[config.mk]
export PLATFORM = sky130hd
export DESIGN_NAME = wb_cmd_exec
export DESIGN_NICKNAME = d
export VERILOG_FILES = /design/src/rtl/wb_cmd_pkg.sv /design/src/rtl/wb_exec_watchdog.sv /design/src/rtl/wb_cmd_exec.sv
export SDC_FILE = /design/constraint.sdc
export NUM_CORES = 1
export LEC_CHECK = 0
export BUFFER_PORTS_ARGS = -buffer_cell sky130_fd_sc_hd__buf_2
export CAP_MARGIN = 20
export CORE_UTILIZATION = 49
export CTS_BUF_LIST = sky130_fd_sc_hd__clkbuf_16
export CTS_CLUSTER_SIZE = 40
export DETAILED_ROUTE_END_ITERATION = 8
export PLACE_DENSITY = 0.91
export SLEW_MARGIN = 5
export SYNTH_ARGS = -nofsm -noshare
export SYNTH_HDL_FRONTEND = slang
export SYNTH_SLANG_ARGS = --single-unit
[constraint.sdc]
create_clock -name clk -period 2.5 [get_ports clk]
set_input_delay 0.25 -clock clk [delete_from_list [all_inputs] [get_ports clk]]
set_output_delay 0.25 -clock clk [all_outputs]
set_load 0.01 [all_outputs]
[src/rtl/wb_cmd_pkg.sv]
// wb_cmd_pkg: shared opcodes, response codes, error payloads and FSM states for wb_cmd_exec
package wb_cmd_pkg;
   localparam logic [1:0] OP_READ    = 2'b00;
   localparam logic [1:0] OP_WRITE   = 2'b01;
   localparam logic [1:0] OP_SETADDR = 2'b10;
   localparam logic [1:0] OP_NOP     = 2'b11;
   localparam logic [1:0] RSP_ADDR  = 2'b00;
   localparam logic [1:0] RSP_RDATA = 2'b01;
   localparam logic [1:0] RSP_WACK  = 2'b10;
   localparam logic [1:0] RSP_ERR   = 2'b11;
   localparam logic [31:0] ERR_BUS     = 32'h0000_0001;
   localparam logic [31:0] ERR_TIMEOUT = 32'h0000_0002;
   typedef enum logic [1:0] {S_IDLE, S_REQ, S_WAIT, S_RESP} state_t;
endpackage

[src/rtl/wb_exec_watchdog.sv]
// wb_exec_watchdog: bus-cycle watchdog; expire is high on the LIMIT-th consecutive enabled cycle
//   clk, rst : clock, synchronous active-high reset
//   clr      : restart count from zero
//   en       : count this cycle
//   expire   : combinational, en high and LIMIT-1 cycles already counted
module wb_exec_watchdog #(
   parameter int LIMIT = 1023
) (
   input  logic clk,
   input  logic rst,
   input  logic clr,
   input  logic en,
   output logic expire
);
   localparam int W = $clog2(LIMIT + 1);
   logic [W-1:0] cnt;
   assign expire = en && (cnt == W'(LIMIT - 1));
   always_ff @(posedge clk) begin
      if (rst || clr) cnt <= '0;
      else if (en) cnt <= cnt + W'(1);
   end
endmodule

[src/rtl/wb_cmd_exec.sv]
// wb_cmd_exec: executes host command words as single classic-pipelined Wishbone cycles
//   clk, rst            : clock, synchronous active-high reset
//   i_cmd_stb/_word     : command strobe (rising edge accepts) and {op, payload}
//   o_busy, o_cmd_drop  : busy from accept through response; pulse when a command is discarded
//   o_wb_* / i_wb_*     : Wishbone master port (sel fixed at 4'hF)
//   o_rsp_stb/_word     : one-cycle response pulse and held response word
//   WB_EXEC_TIMEOUT_EN  : when defined, abort bus cycles after TIMEOUT_CYCLES with an error response
module wb_cmd_exec import wb_cmd_pkg::*; #(
   parameter int ADDR_WIDTH     = 30,
   parameter bit AUTO_INC       = 1'b1,
   parameter int TIMEOUT_CYCLES = 1023
) (
   input  logic                  clk,
   input  logic                  rst,
   input  logic                  i_cmd_stb,
   input  logic [33:0]           i_cmd_word,
   output logic                  o_busy,
   output logic                  o_cmd_drop,
   output logic                  o_wb_cyc,
   output logic                  o_wb_stb,
   output logic                  o_wb_we,
   output logic [ADDR_WIDTH-1:0] o_wb_addr,
   output logic [31:0]           o_wb_data,
   output logic [3:0]            o_wb_sel,
   input  logic                  i_wb_stall,
   input  logic                  i_wb_ack,
   input  logic                  i_wb_err,
   input  logic [31:0]           i_wb_data,
   output logic                  o_rsp_stb,
   output logic [33:0]           o_rsp_word
);
   state_t state, state_nx;
   logic stb_q, acc, bus_op, done, expire;
   logic [1:0] op;
   assign op = i_cmd_word[33:32];
   assign acc = i_cmd_stb && !stb_q;
   assign bus_op = (op == OP_READ) || (op == OP_WRITE);
   assign o_wb_cyc = (state == S_REQ) || (state == S_WAIT);
   assign o_wb_stb = state == S_REQ;
   assign o_wb_sel = 4'hF;
   assign o_rsp_stb = state == S_RESP;
   assign o_busy = state != S_IDLE;
   // ack/err are honoured in REQ even while stalled; anything outside a bus cycle is ignored
   assign done = o_wb_cyc && (i_wb_ack || i_wb_err || expire);
`ifdef WB_EXEC_TIMEOUT_EN
   wb_exec_watchdog #(.LIMIT(TIMEOUT_CYCLES)) u_wdg (
      .clk(clk), .rst(rst), .clr(!o_wb_cyc), .en(o_wb_cyc), .expire(expire)
   );
`else
   localparam int unused_timeout = TIMEOUT_CYCLES;
   assign expire = 1'b0;
`endif
   always_comb begin
      state_nx = state;
      unique case (state)
         S_IDLE:  state_nx = !acc ? S_IDLE : bus_op ? S_REQ : (op == OP_SETADDR) ? S_RESP : S_IDLE;
         S_REQ:   state_nx = done ? S_RESP : !i_wb_stall ? S_WAIT : S_REQ;
         S_WAIT:  state_nx = done ? S_RESP : S_WAIT;
         S_RESP:  state_nx = S_IDLE;
      endcase
   end
   always_ff @(posedge clk) begin
      if (rst) begin
         state      <= S_IDLE;
         stb_q      <= 1'b0;
         o_cmd_drop <= 1'b0;
         o_wb_we    <= 1'b0;
         o_wb_addr  <= '0;
         o_wb_data  <= '0;
         o_rsp_word <= '0;
      end else begin
         state      <= state_nx;
         stb_q      <= i_cmd_stb;
         o_cmd_drop <= acc && (state != S_IDLE);
         if (state == S_IDLE && acc && bus_op) begin
            o_wb_we   <= op == OP_WRITE;
            o_wb_data <= i_cmd_word[31:0];
         end
         if (state == S_IDLE && acc && op == OP_SETADDR) begin
            o_wb_addr  <= i_cmd_word[ADDR_WIDTH-1:0];
            o_rsp_word <= {RSP_ADDR, 32'(i_cmd_word[ADDR_WIDTH-1:0])};
         end
         if (done) begin
            o_rsp_word <= i_wb_err ? {RSP_ERR, ERR_BUS} :
                          !i_wb_ack ? {RSP_ERR, ERR_TIMEOUT} :
                          o_wb_we ? {RSP_WACK, 32'h0} : {RSP_RDATA, i_wb_data};
            if (i_wb_ack && !i_wb_err && AUTO_INC) o_wb_addr <= o_wb_addr + ADDR_WIDTH'(1);
         end
      end
   end
endmodule

# After elaboration in Yosys (flattened, before gate mapping)
# Index checks and enable logic that the tools add are counted.
# totals
ff_bits	101
input_bits	72
out_inout_bits	106
elab_cells	44
# op_classes
add_sub_neg	1
eq_ne	5
n_mux	15
reduce_logical	16
# ops
cell	count
$mux 34	5
$mux 30	3
$add 30x1->30 const B	1
$mux 2	5
$pmux 2 s4	1
$logic_and 1x1->1	7
$eq 2x2->1 const B	3
$eq 2x1->1 const B	2
$logic_not 2->1	2
$reduce_bool 2->1	2
$logic_or 1x1->1	3
$logic_not 1->1	2
$mux 1	1

# Longest topological paths before layout
# depth
depth_word	7
ltp_mapped	9
depth_no_buf	7

# Worst setup path before layout
# Ideal clock, no wire load.
# synth_path
kind	register -> register
start	register state[0]
end	register o_rsp_word[16]
setup_time_ps	128
t_arrival_ps	1935
required_ps	2372
path_slack_ps	438
path_stages_with_launch	9
path_buffers	1
period_less_slack_ps	2062
path_cell_list	dfxtp_1 inv_1 ha_1 nand3b_1 nor2_1 clkbuf_1 mux2_2 a22oi_1 nor2_1
# synth_between
elab_chain_len	4
elab_cells_between_ends	9
cone_classes	2 x eq/ne; 1 x mux; 6 x reduce/logical
# synth_lines
element	line	text
start: declaration	wb_cmd_exec.sv:32	state_t state, state_nx;
start signal: assignment	wb_cmd_exec.sv:72	state <= state_nx;
$eq 2x1->1 (tied with other cells)	wb_cmd_exec.sv:38	assign o_wb_cyc = (state == S_REQ) || (state == S_WAIT);
$logic_or 1x1->1 or $logic_and 1x1->1 (tied branches)	wb_cmd_exec.sv:38, wb_cmd_exec.sv:79	
$logic_and 1x1->1 (on tied branches)	wb_cmd_exec.sv:44, wb_cmd_exec.sv:79	
$mux 34 or $reduce_bool 2->1 (tied branches)	n/a	
end signal: assignment	wb_cmd_exec.sv:81	o_rsp_word <= {RSP_ADDR, 32'(i_cmd_word[ADDR_WIDTH-1:0])};
end signal: assignment	wb_cmd_exec.sv:84	o_rsp_word <= i_wb_err ? {RSP_ERR, ERR_BUS} :
end: declaration	wb_cmd_exec.sv:30	output logic [33:0] o_rsp_word
# Several ways; a longest one is shown, not always the timed one.
# A chain may end at the register's enable or synchronous reset.

# Worst setup path in the final report
# layout_path
start	register state[1]
end	register o_wb_addr[2]
# layout_between
elab_chain_len	6
elab_cells_between_ends	10
cone_classes	2 x eq/ne; 3 x mux; 5 x reduce/logical
# layout_lines
element	line	text
$logic_not 2->1	wb_cmd_exec.sv:79	if (state == S_IDLE && acc && op == OP_SETADDR) begin
$logic_and 1x1->1 (2 in a row)	wb_cmd_exec.sv:79	
$mux 30	wb_cmd_exec.sv:79	
$mux 30	wb_cmd_exec.sv:87	if (i_wb_ack && !i_wb_err && AUTO_INC) o_wb_addr <= o_wb_addr + ADDR_WIDTH'(1);
$mux 30 (*)	wb_cmd_exec.sv:83	if (done) begin
end signal: assignment	wb_cmd_exec.sv:80	o_wb_addr <= i_cmd_word[ADDR_WIDTH-1:0];
end signal: assignment	wb_cmd_exec.sv:87	
end: declaration	wb_cmd_exec.sv:22	output logic [ADDR_WIDTH-1:0] o_wb_addr,
# Every way passes the cells marked *; elsewhere a longest branch is shown, timed or not.

==> reports/qor.yml <==
period_share_pct: 91.2
core_area_um2: 9240
grt-ovfl-total: 0
routed_via_density: 5.77
synth_edf_count: 0
final.setup.tns_ns: 0
worst_path_largest_cell_delay_ns: 0.70
holdCritPathClass: "in2reg"
period_needed_ns: 2.28
fp.dieW_um: 99.5
setup_ws_ns: 0.221
numCtsBuffers: 9
first_global_vias: 4743
fin_skew_ns: 0.00994
grt_setup_unrepaired: "no"
clock-sinks: 101
synth_top_area_share_pct: 43.4
grt_first_pass_wirelength_mm: 23.0
wirelength_mm: 14.4
vias: 4954
cpMostUsedCell: "o21ai_0"
track_usage_pct: 29.1
final_cell_mix: "buf_2, nand2_1, dfxtp_1"
place.gp.congestion: 0.970
die_h_um: 99.5
endpoint_kind: "register"
status: "finished, final reports clean"
first_iter_violations: 342
ys_ff_latch: 101
io_pins: 178
wl_per_cell_um: 16.7
ctsResizeCount: 0
synth.area.top_cells: "dfxtp_1, nand2_1, mux2_2"
worst_slew_pin_slew_ns: 0.925
slowest_stage: "o21ai_0"
clk_latency_ns: 0.35
diodes: 0
dieArea_um2: 9910
regArea_um2: 2020
p_per_area_nw_per_um2: 749
final_cells: 859
yosysUniqueCellTypes: 54
dp_hpwl_mm: 10.2
cts_setup_buffers: 0
cp.arrival_ns: 2.49
antenna_found_initial: 0
drtAntennaViolNets: 0
crit_type: "reg2reg"
grt_max_degree: 69
dp_slack_ns: 0.314
placed_cells: 843
slew_headroom_pct: 38.3
power.static_leakage_nw: 2.63
cts_tree: "yes"
placement.io_buffers: 173
netlist_instances: 563
crit_chain: "inv_1, ha_1, nand3b_1, o21ai_0, o21ai_0, a221oi_1, nor2_1"
drive_above_1_share_pct: 33.0
nFillCells: 771
ys_warn_count: 0
slew_violations: 0
crit_fanout: 6
seq_area_frac_synth_pct: 43.4
clockBufferDepth: 2
synth_flop_cell: "dfxtp_1"
cts-root-buf: "clkbuf_16"
fmax_mhz: 439
finalSetupViolations: 0
total_power_mw: 4.48
crit_buf_inv: 1
vdd_drop_max_mv: 0.379
crit_family: "compound AO/OA/AOI/OAI gates"
cp-start-kind: "register"
multi_input_area_um2: 2480
syn_area_um2: 4660
fin_hold_ws_ns: 0.136
nets: 803
rows: 35
cts.clk_slew.worst_paths_ns: 0.07
h-tree-depth: 3
syn_avg_cell_area_um2: 8.28
initial_utilization_pct: 50.5
first_pass_iters: 5
drc: 0
cts.hold.buffers_added: 0
ys_async_sr_fraction_pct: 0
cap_violations: 0
required_ns: 2.71
syn_to_final_growth_pct: 28.2
synth_top_cell_by_area: "dfxtp_1"
final_common_cell: "buf_2"
finalHoldViolations: 0
==> worst min-delay path: cells and delay by family <==
family | cells | cell delay [ns]
buffers and inverters | 1 | 0.07
AO/OA/AOI/OAI | 1 | 0.05
AND/OR/NAND/NOR | 1 | 0.07
==> synthesized netlist by cell type (2+ instances only) <==
| cell | number |
|---|---|
| a2bb2oi_1 | 2 |
| xor2_1 | 7 |
| or3_1 | 4 |
| dfxtp_1 | 101 |
| o211ai_1 | 2 |
| nand3_1 | 13 |
| o21ai_0 | 13 |
| a32oi_1 | 4 |
| mux2_2 | 28 |
| buf_1 | 2 |
| nand3b_1 | 2 |
| a22oi_1 | 28 |
| a221oi_1 | 2 |
| inv_1 | 4 |
| and3_1 | 5 |
| nand4_1 | 7 |
| nor3_1 | 7 |
| a31oi_1 | 6 |
| ha_1 | 6 |
| a21oi_1 | 53 |
| nor2b_1 | 4 |
| and4_1 | 2 |
| o21bai_1 | 2 |
| nor4_1 | 9 |
| a311oi_1 | 2 |
| clkbuf_1 | 30 |
| nand2_1 | 107 |
| mux2i_1 | 6 |
| a21o_1 | 4 |
| nand2b_1 | 4 |
| o22ai_1 | 9 |
| a211oi_1 | 10 |
| buf_4 | 4 |
| buf_2 | 3 |
| nor2_1 | 52 |
==> worst paths after layout <==
check | startpoint | end | slack, ns | cells after the start
max reg2reg | state[1] | o_wb_addr[2] | 0.22 | 7
max | state[1] | o_wb_addr[2] | 0.22 | 7
min | i_wb_data[31] | o_rsp_word[31] | 0.14 | 3
min reg2reg | o_wb_data[4] | o_wb_data[4] | 0.46 | 2
==> state kept, by name, summed over array words and instances (netlist names) <==
register	flops
o_wb_we	1
o_wb_data	32
state	2
o_cmd_drop	1
o_rsp_word	34
o_wb_addr	30
stb_q	1
==> layout make-up <==
class                           instances  area share, %
Timing Repair Buffer                  188           16.8
Inverter                                4          0.251
Clock buffer                            9           3.77
Multi-Input combinational cell        421           41.4
Sequential cell                       101           33.8
Clock inverter                          7           1.19
Tap cell                              129           2.70
==> power by group <==
group          switching [mW]  total (mW)  internal (mW)
sequential              0.138        1.92           1.78
combinational           0.709        1.19          0.477
clock                   0.673        1.37          0.702
==> cell families (layout without fill, tap and decap cells) <==
group	after synthesis	after routing	share of synthesized area [%]
AND/OR/NAND/NOR	225	225	21.7
AO/OA/AOI/OAI	144	144	19.7
flip-flops	101	101	43.4
buffers and inverters	44	208	3.97
multiplexers	34	34	8.05
XOR/XNOR	8	8	1.50
adder cells (fa/ha/maj)	6	6	1.61
other	1	4	0.0804
==> per-stage QoR <==
step,utilization [%],cell area [um^2]
after floorplan,-,4670
after global placement,61.5,5680
after global routing,64.7,5980
final,64.7,5980
after detailed placement,61.5,5680
after CTS,64.7,5980
==> routing by layer <==
metal	up-vias	global-route usage (%)	wire length (um)
met2	241	47.1	6800
met4	0	12.2	340
met1	2345	37.7	6160
met5	-	0	0
met3	33	6.11	1050
li1	2335	-	-
Note: power is estimated with default switching activity, not from simulation.
